==> src/rtl/mem_stage_pkg.sv <==
// Shared types and constants for the data-memory access stage.
// Holds the FSM state encoding, funct3 codes and the alignment helper.
package mem_stage_pkg;

  localparam int XLEN_DEFAULT = 64;

  typedef enum logic [1:0] {
    IDLE = 2'd0,
    REQ  = 2'd1,
    WAIT = 2'd2,
    DONE = 2'd3
  } state_e;

  localparam logic [2:0] LB  = 3'b000;
  localparam logic [2:0] LH  = 3'b001;
  localparam logic [2:0] LW  = 3'b010;
  localparam logic [2:0] LD  = 3'b011;
  localparam logic [2:0] LBU = 3'b100;
  localparam logic [2:0] LHU = 3'b101;
  localparam logic [2:0] LWU = 3'b110;

  localparam logic [2:0] SB = 3'b000;
  localparam logic [2:0] SH = 3'b001;
  localparam logic [2:0] SW = 3'b010;
  localparam logic [2:0] SD = 3'b011;

  // The access size lives in funct3[1:0] for both loads and stores.
  function automatic logic misaligned(input logic [1:0] size, input logic [2:0] off);
    case (size)
      2'b00:   return 1'b0;
      2'b01:   return off[0];
      2'b10:   return |off[1:0];
      default: return |off;
    endcase
  endfunction

endpackage

==> src/rtl/memory_stage_if.sv <==
// Data-memory request/grant/response bus between the memory stage and the memory.
interface memory_stage_if #(parameter int XLEN = mem_stage_pkg::XLEN_DEFAULT);
  logic            req;
  logic            we;
  logic [XLEN-1:0] addr;
  logic [63:0]     wdata;
  logic [7:0]      wstrb;
  logic            gnt;
  logic            rvalid;
  logic [63:0]     rdata;

  modport master (output req, we, addr, wdata, wstrb, input gnt, rvalid, rdata);
  modport slave  (input req, we, addr, wdata, wstrb, output gnt, rvalid, rdata);
endinterface

==> src/rtl/load_align.sv <==
// Extracts the addressed lane from a read doubleword and sign/zero-extends it.
module load_align
  import mem_stage_pkg::*;
(
  input  logic [63:0] rdata,
  input  logic [2:0]  off,
  input  logic [2:0]  funct3,
  output logic [63:0] result
);

  logic [63:0] shifted;

  assign shifted = rdata >> {off, 3'b000};

  always_comb begin
    result = shifted;
    case (funct3)
      LB:      result = {{56{shifted[7]}},  shifted[7:0]};
      LH:      result = {{48{shifted[15]}}, shifted[15:0]};
      LW:      result = {{32{shifted[31]}}, shifted[31:0]};
      LBU:     result = {56'd0, shifted[7:0]};
      LHU:     result = {48'd0, shifted[15:0]};
      LWU:     result = {32'd0, shifted[31:0]};
      default: result = shifted;
    endcase
  end

endmodule

==> src/rtl/memory_stage.sv <==
// Data-memory access stage: request/grant/response FSM, store lane formatting,
// alignment/funct3 fault detection and load result hand-off to write-back.
module memory_stage
  import mem_stage_pkg::*;
#(
  parameter int XLEN = XLEN_DEFAULT
) (
  input  logic            clk,
  input  logic            rst,
  input  logic            in_valid,
  output logic            in_ready,
  input  logic            mem_read,
  input  logic            mem_write,
  input  logic [2:0]      funct3,
  input  logic [XLEN-1:0] alu_result,
  input  logic [XLEN-1:0] rd2,
  output logic            out_valid,
  output logic [XLEN-1:0] wb_data,
  output logic            mem_fault,
  output logic            busy,
  memory_stage_if.master  dmem
);

  localparam logic [1:0] S_IDLE = IDLE;
  localparam logic [1:0] S_REQ  = REQ;
  localparam logic [1:0] S_WAIT = WAIT;
  localparam logic [1:0] S_DONE = DONE;

  logic [1:0]      state_reg;
  logic            read_reg;
  logic [2:0]      f3_reg;
  logic [XLEN-1:0] addr_reg;
  logic            out_valid_reg;
  logic            mem_fault_reg;
  logic [XLEN-1:0] wb_data_reg;
  logic            dmem_req_reg;
  logic            dmem_we_reg;
  logic [XLEN-1:0] dmem_addr_reg;
  logic [63:0]     dmem_wdata_reg;
  logic [7:0]      dmem_wstrb_reg;

  logic [2:0]  off_next;
  logic        is_mem;
  logic        illegal_f3;
  logic        fault_next;
  logic        go_mem;
  logic [7:0]  strb_base;
  logic [7:0]  wstrb_next;
  logic [63:0] wdata_next;
  logic [63:0] load_result;

  // Decode of the incoming instruction; only consumed in IDLE on acceptance.
  always_comb begin
    off_next   = alu_result[2:0];
    is_mem     = mem_read | mem_write;
    illegal_f3 = mem_read ? (funct3 == 3'b111) : (mem_write & funct3[2]);
    fault_next = is_mem & (illegal_f3 | misaligned(funct3[1:0], off_next));
    go_mem     = is_mem & ~fault_next;
    case (funct3)
      SB:      strb_base = 8'h01;
      SH:      strb_base = 8'h03;
      SW:      strb_base = 8'h0F;
      SD:      strb_base = 8'hFF;
      default: strb_base = 8'h00;
    endcase
    wstrb_next = mem_write ? (strb_base << off_next) : 8'h00;
    wdata_next = mem_write ? (64'(rd2) << {off_next, 3'b000}) : 64'd0;
  end

  load_align u_load_align (
    .rdata  (dmem.rdata),
    .off    (addr_reg[2:0]),
    .funct3 (f3_reg),
    .result (load_result)
  );

  always_ff @(posedge clk) begin
    if (rst) begin
      state_reg      <= S_IDLE;
      read_reg       <= 1'b0;
      f3_reg         <= 3'b000;
      addr_reg       <= '0;
      out_valid_reg  <= 1'b0;
      mem_fault_reg  <= 1'b0;
      wb_data_reg    <= '0;
      dmem_req_reg   <= 1'b0;
      dmem_we_reg    <= 1'b0;
      dmem_addr_reg  <= '0;
      dmem_wdata_reg <= 64'd0;
      dmem_wstrb_reg <= 8'h00;
    end else begin
      out_valid_reg <= 1'b0;
      case (state_reg)
        S_IDLE: begin
          if (in_valid) begin
            read_reg <= mem_read;
            f3_reg   <= funct3;
            addr_reg <= alu_result;
            if (go_mem) begin
              state_reg      <= S_REQ;
              dmem_req_reg   <= 1'b1;
              dmem_we_reg    <= mem_write;
              dmem_addr_reg  <= {alu_result[XLEN-1:3], 3'b000};
              dmem_wdata_reg <= wdata_next;
              dmem_wstrb_reg <= wstrb_next;
            end else begin
              // Non-memory ops and faulting accesses complete without touching memory.
              state_reg     <= S_DONE;
              out_valid_reg <= 1'b1;
              mem_fault_reg <= fault_next;
              wb_data_reg   <= alu_result;
            end
          end
        end
        S_REQ: begin
          if (dmem.gnt) begin
            dmem_req_reg <= 1'b0;
            if (read_reg) begin
              state_reg <= S_WAIT;
            end else begin
              state_reg     <= S_DONE;
              out_valid_reg <= 1'b1;
              mem_fault_reg <= 1'b0;
              wb_data_reg   <= addr_reg;
            end
          end
        end
        S_WAIT: begin
          if (dmem.rvalid) begin
            state_reg     <= S_DONE;
            out_valid_reg <= 1'b1;
            mem_fault_reg <= 1'b0;
            wb_data_reg   <= XLEN'(load_result);
          end
        end
        default: state_reg <= S_IDLE;
      endcase
    end
  end

  assign in_ready   = (state_reg == S_IDLE);
  assign busy       = (state_reg != S_IDLE);
  assign out_valid  = out_valid_reg;
  assign mem_fault  = mem_fault_reg;
  assign wb_data    = wb_data_reg;
  assign dmem.req   = dmem_req_reg;
  assign dmem.we    = dmem_we_reg;
  assign dmem.addr  = dmem_addr_reg;
  assign dmem.wdata = dmem_wdata_reg;
  assign dmem.wstrb = dmem_wstrb_reg;

endmodule

==> src/flat_wrapper.sv <==
// flat-port wrapper written by rule: the top's interface ports become plain ports
module memory_stage_flat import mem_stage_pkg::*;
#(
  parameter int XLEN = XLEN_DEFAULT
)
  (clk, rst, in_valid, in_ready, mem_read, mem_write, funct3, alu_result, rd2, out_valid, wb_data, mem_fault, busy, dmem_req, dmem_we, dmem_addr, dmem_wdata, dmem_wstrb, dmem_gnt, dmem_rvalid, dmem_rdata);
  memory_stage_if #(.XLEN(XLEN)) dmem_i ();
  input  logic clk;
  input  logic rst;
  input  logic in_valid;
  output logic in_ready;
  input  logic mem_read;
  input  logic mem_write;
  input  logic [2:0] funct3;
  input  logic [XLEN-1:0] alu_result;
  input  logic [XLEN-1:0] rd2;
  output logic out_valid;
  output logic [XLEN-1:0] wb_data;
  output logic mem_fault;
  output logic busy;
  output wire logic [$bits(dmem_i.req)-1:0] dmem_req;
  output wire logic [$bits(dmem_i.we)-1:0] dmem_we;
  output wire logic [$bits(dmem_i.addr)-1:0] dmem_addr;
  output wire logic [$bits(dmem_i.wdata)-1:0] dmem_wdata;
  output wire logic [$bits(dmem_i.wstrb)-1:0] dmem_wstrb;
  input wire logic [$bits(dmem_i.gnt)-1:0] dmem_gnt;
  input wire logic [$bits(dmem_i.rvalid)-1:0] dmem_rvalid;
  input wire logic [$bits(dmem_i.rdata)-1:0] dmem_rdata;
  assign dmem_req = dmem_i.req;
  assign dmem_we = dmem_i.we;
  assign dmem_addr = dmem_i.addr;
  assign dmem_wdata = dmem_i.wdata;
  assign dmem_wstrb = dmem_i.wstrb;
  assign dmem_i.gnt = dmem_gnt;
  assign dmem_i.rvalid = dmem_rvalid;
  assign dmem_i.rdata = dmem_rdata;
  memory_stage #(.XLEN(XLEN)) u_core (.clk(clk), .rst(rst), .in_valid(in_valid), .in_ready(in_ready), .mem_read(mem_read), .mem_write(mem_write), .funct3(funct3), .alu_result(alu_result), .rd2(rd2), .out_valid(out_valid), .wb_data(wb_data), .mem_fault(mem_fault), .busy(busy), .dmem(dmem_i));
endmodule
==> config.mk <==
export PLATFORM = sky130hd
export DESIGN_NAME = memory_stage_flat
export DESIGN_NICKNAME = d
export VERILOG_FILES = /design/src/rtl/mem_stage_pkg.sv /design/src/rtl/memory_stage_if.sv /design/src/rtl/load_align.sv /design/src/rtl/memory_stage.sv /design/src/flat_wrapper.sv
export SDC_FILE = /design/constraint.sdc
export NUM_CORES = 1
export LEC_CHECK = 0
export BUFFER_PORTS_ARGS = -buffer_cell sky130_fd_sc_hd__buf_2
export CAP_MARGIN = 0
export CORE_UTILIZATION = 58
export CTS_BUF_LIST = sky130_fd_sc_hd__clkbuf_16
export CTS_CLUSTER_DIAMETER = 200
export CTS_CLUSTER_SIZE = 10
export DETAILED_ROUTE_END_ITERATION = 7
export HOLD_SLACK_MARGIN = 0.15
export PLACE_DENSITY = 0.87
export SLEW_MARGIN = 25
export SYNTH_ARGS = -nofsm -noshare
export SYNTH_HDL_FRONTEND = slang
export SYNTH_SLANG_ARGS = --single-unit
==> constraint.sdc <==
create_clock -name clk -period 6.65 [get_ports clk]
set_clock_uncertainty 0.05 [all_clocks]
set_input_delay 0.9975 -clock clk [delete_from_list [all_inputs] [get_ports clk]]
set_output_delay 0.9975 -clock clk [all_outputs]
set_load 0.03 [all_outputs]
==> qor.txt <==
Status - finished, final reports clean
Maximum VDD drop - 270 uV
Via-to-Cell Ratio - 6.65
Synthesis warning total - 0
Hold/Removal Path Class - register to register
Initial antenna violation count - 5
Vias - 16200
Switching pwr - 2.82 mW
Post-DP HPWL - 40100 um
Area grow syn2layout - 17.9%
Sequential share of the synthesized area - 0.361
Tightest Pin Transition - 1.03 ns
Clk buf depth - 3
Root buf cell - clkbuf_16
GPL Wtd Cong - 0.981
Starting Density - 0.593
Hold Path Depth - 2
Number of synthesized flops with an enable pin - 0
Fmax - 271 MHz
Reg-to-reg critical path endpoint - u_core.wb_data[43]
Clk Latency, worst-skew pair - 0.58 ns
CP startpoint kind - register
# Post-CTS Setup Buffers - 0
RSZ-0062 raised after global routing - false
Hold Crit Start - u_core.dmem.wdata[53]
Ys flop type - dfxtp_1
Combinational power share - 0.461
Arr. time, crit path - 4.12 ns
Internal power - 3.69 mW
Fin crit period - 3.69 ns
Static leakage - 7.41 nW
GR Util All Layers - 0.417
Worst EP required - 7.07 ns
# setup viols final - 0
H-Tree Depth - 1
# hold bufs at CTS - 0
PD cells - 367 nW/um2
Netlist cell types - 71
Worst hold slack - 0.398 ns
Routed wl met2 - 26500 um
Async set-reset flop share out of synthesis - 0
WL/cell - 23.7 um
Clock-pin slew on the worst setup and hold paths - 0.06 ns
Top Layer Used - met5
Num CTS Buffers - 31
DR pass1 iterations - 7
# DRC - 0
Worst reg-to-reg setup slack - 2.96 ns
Total congestion overflow - 0
Routed Antenna Nets - 0
Die width - 163 um
# rows - 58
Layout cells sized above 1 - 0.271
Final WL - 57500 um
Reg2reg start - u_core.addr_reg[0]
Clock Power Share - 0.228
Relative slew slack - 0.313
Clock sinks - 271
#FFs+latches synth - 271
Synth Area per Inst - 8.33 um2
Die area - 26600 um2
Num ports - 408
First-pass GRT wire length - 85600 um
Setup CP Type - register to register
Syn Inst Count - 1804
Crit. End Element - register
Vias in the first global route - 15000
Max Cap Viol - 0
Flop pwr share - 0.311
Critical Path Fanout Max - 38
Worst reg2reg path depth - 7
Die H - 163 um
I/O Buffers - 404
Max-slew violations - 0
Setup TNS - 0 ns
# nets final - 2299
Final hold vios - 0
Switching part of the total - 0.433
CTS tree - built
Post-CTS Resized - 0
Metal3 WL - 6890 um
Final Cycle Share - 0.555
Largest net degree at the start of global routing - 110
Hold EP - u_core.dmem.wdata[53]
M1 WL - 19700 um
CORE AREA - 25300 um2
Mapped Area - 15000 um2
Iter 0 DRT Violations - 2384
through the flow:
step	instance area, um2	total power [mW]	std cells	setup WS, ns	utilization
CTS	17700	6.42	2425	3.10	0.699
global route	17700	6.77	2427	2.87	0.699
detailed placement	16900	4.95	2390	2.74	0.667
finish	17700	6.50	2430	2.96	0.699
global placement	16900	4.88	2390	2.87	0.667
floorplan	15000	4.16	1806	4.02	-
cells in the mapped netlist (16+ instances only):
cell type | n | area share
nand2_1 | 397 | 0.099
dfxtp_1 | 271 | 0.36
a21oi_1 | 195 | 0.065
nor2_1 | 106 | 0.026
clkbuf_1 | 93 | 0.023
mux2i_1 | 89 | 0.059
o21ai_0 | 58 | 0.019
mux4_2 | 50 | 0.075
buf_2 | 44 | 0.015
a32o_1 | 36 | 0.024
a22oi_1 | 29 | 0.014
inv_1 | 29 | 0.0072
and3_1 | 27 | 0.011
nand3_1 | 27 | 0.0090
mux2_2 | 23 | 0.017
o211ai_1 | 22 | 0.011
a22o_1 | 21 | 0.012
o22ai_1 | 20 | 0.0083
a211oi_1 | 18 | 0.0090
o211a_1 | 17 | 0.011
a31oi_1 | 16 | 0.0067
buf_1 | 16 | 0.0040
nor2b_1 | 16 | 0.0067
final cells by class:
class	instances	area (um2)
Fill cell	2087	7610
Antenna cell	5	12.5
Tap cell	330	413
Inverter	31	116
Timing Repair Buffer	427	2200
Clock buffer	31	776
Multi-Input combinational cell	1331	8740
Sequential cell	271	5430
Clock inverter	4	25.0
critical path, stage by stage (launching register included):
cell      delay (ns)
dfxtp_4         0.72
buf_4           0.59
nand2b_1        0.26
o22ai_1         0.34
or3_1           0.65
buf_4           0.48
o211ai_1        0.17
a32o_1          0.28
power by group through the flow:
stage | logic (mW) | clock network, mW | registers [mW]
after floorplan | 1.90 | 0 | 2.26
after global placement | 2.84 | 0 | 2.04
after detailed placement | 2.91 | 0 | 2.05
after CTS | 2.93 | 1.47 | 2.01
after global routing | 3.18 | 1.55 | 2.04
final | 3.00 | 1.48 | 2.02
per-layer routing:
layer  GRT usage  up-vias
met5           0        -
met4       0.295        4
met3       0.106      264
met2       0.682     1231
met1       0.475     7541
li1            -     7121
kinds of logic (layout without fill, tap and decap cells):
family	count (synthesis)	after routing	share of synthesized area
muxes	162	162	0.151
AOI/OAI and AO/OA	525	525	0.241
and+or+nand+nor	637	637	0.183
buffers and inverters	204	493	0.0609
adders and majority gates	4	4	0.00333
other	1	8	0.000250
DFF	271	271	0.361
worst max-delay path by stage:
stage,startpoint,endpoint,slack [ns],depth (start not counted)
2_1_floorplan,alu_result[1],u_core.dmem.wdata[51],4.02,6
3_3_place_gp,alu_result[0],u_core.dmem.wstrb[2],2.87,6
3_5_place_dp,alu_result[0],u_core.dmem.wstrb[2],2.74,6
4_1_cts,u_core.addr_reg[0],u_core.wb_data[43],3.10,7
5_1_grt,u_core.addr_reg[0],u_core.wb_data[45],2.87,7
6_report,u_core.addr_reg[0],u_core.wb_data[43],2.96,7
layout by cell type (no fill, tap or decap), drive strengths merged, types with 10 or more instances in the layout:
| cell type | Yosys | routed |
|---|---|---|
| a211oi | 18 | 18 |
| a21oi | 195 | 195 |
| a22o | 21 | 21 |
| a22oi | 30 | 30 |
| a31oi | 16 | 16 |
| a32o | 36 | 36 |
| and3 | 27 | 27 |
| buf | 80 | 427 |
| clkbuf | 93 | 31 |
| dfxtp | 271 | 271 |
| inv | 29 | 33 |
| mux2 | 23 | 23 |
| mux2i | 89 | 89 |
| mux4 | 50 | 50 |
| nand2 | 397 | 397 |
| nand3 | 27 | 27 |
| nand3b | 12 | 12 |
| nand4 | 11 | 11 |
| nor2 | 109 | 109 |
| nor2b | 16 | 16 |
| nor3 | 13 | 13 |
| o211a | 17 | 17 |
| o211ai | 24 | 24 |
| o21ai | 62 | 62 |
| o22ai | 20 | 20 |
| o32ai | 18 | 18 |
| o41ai | 10 | 10 |
Power figures use the tool's default switching activity.
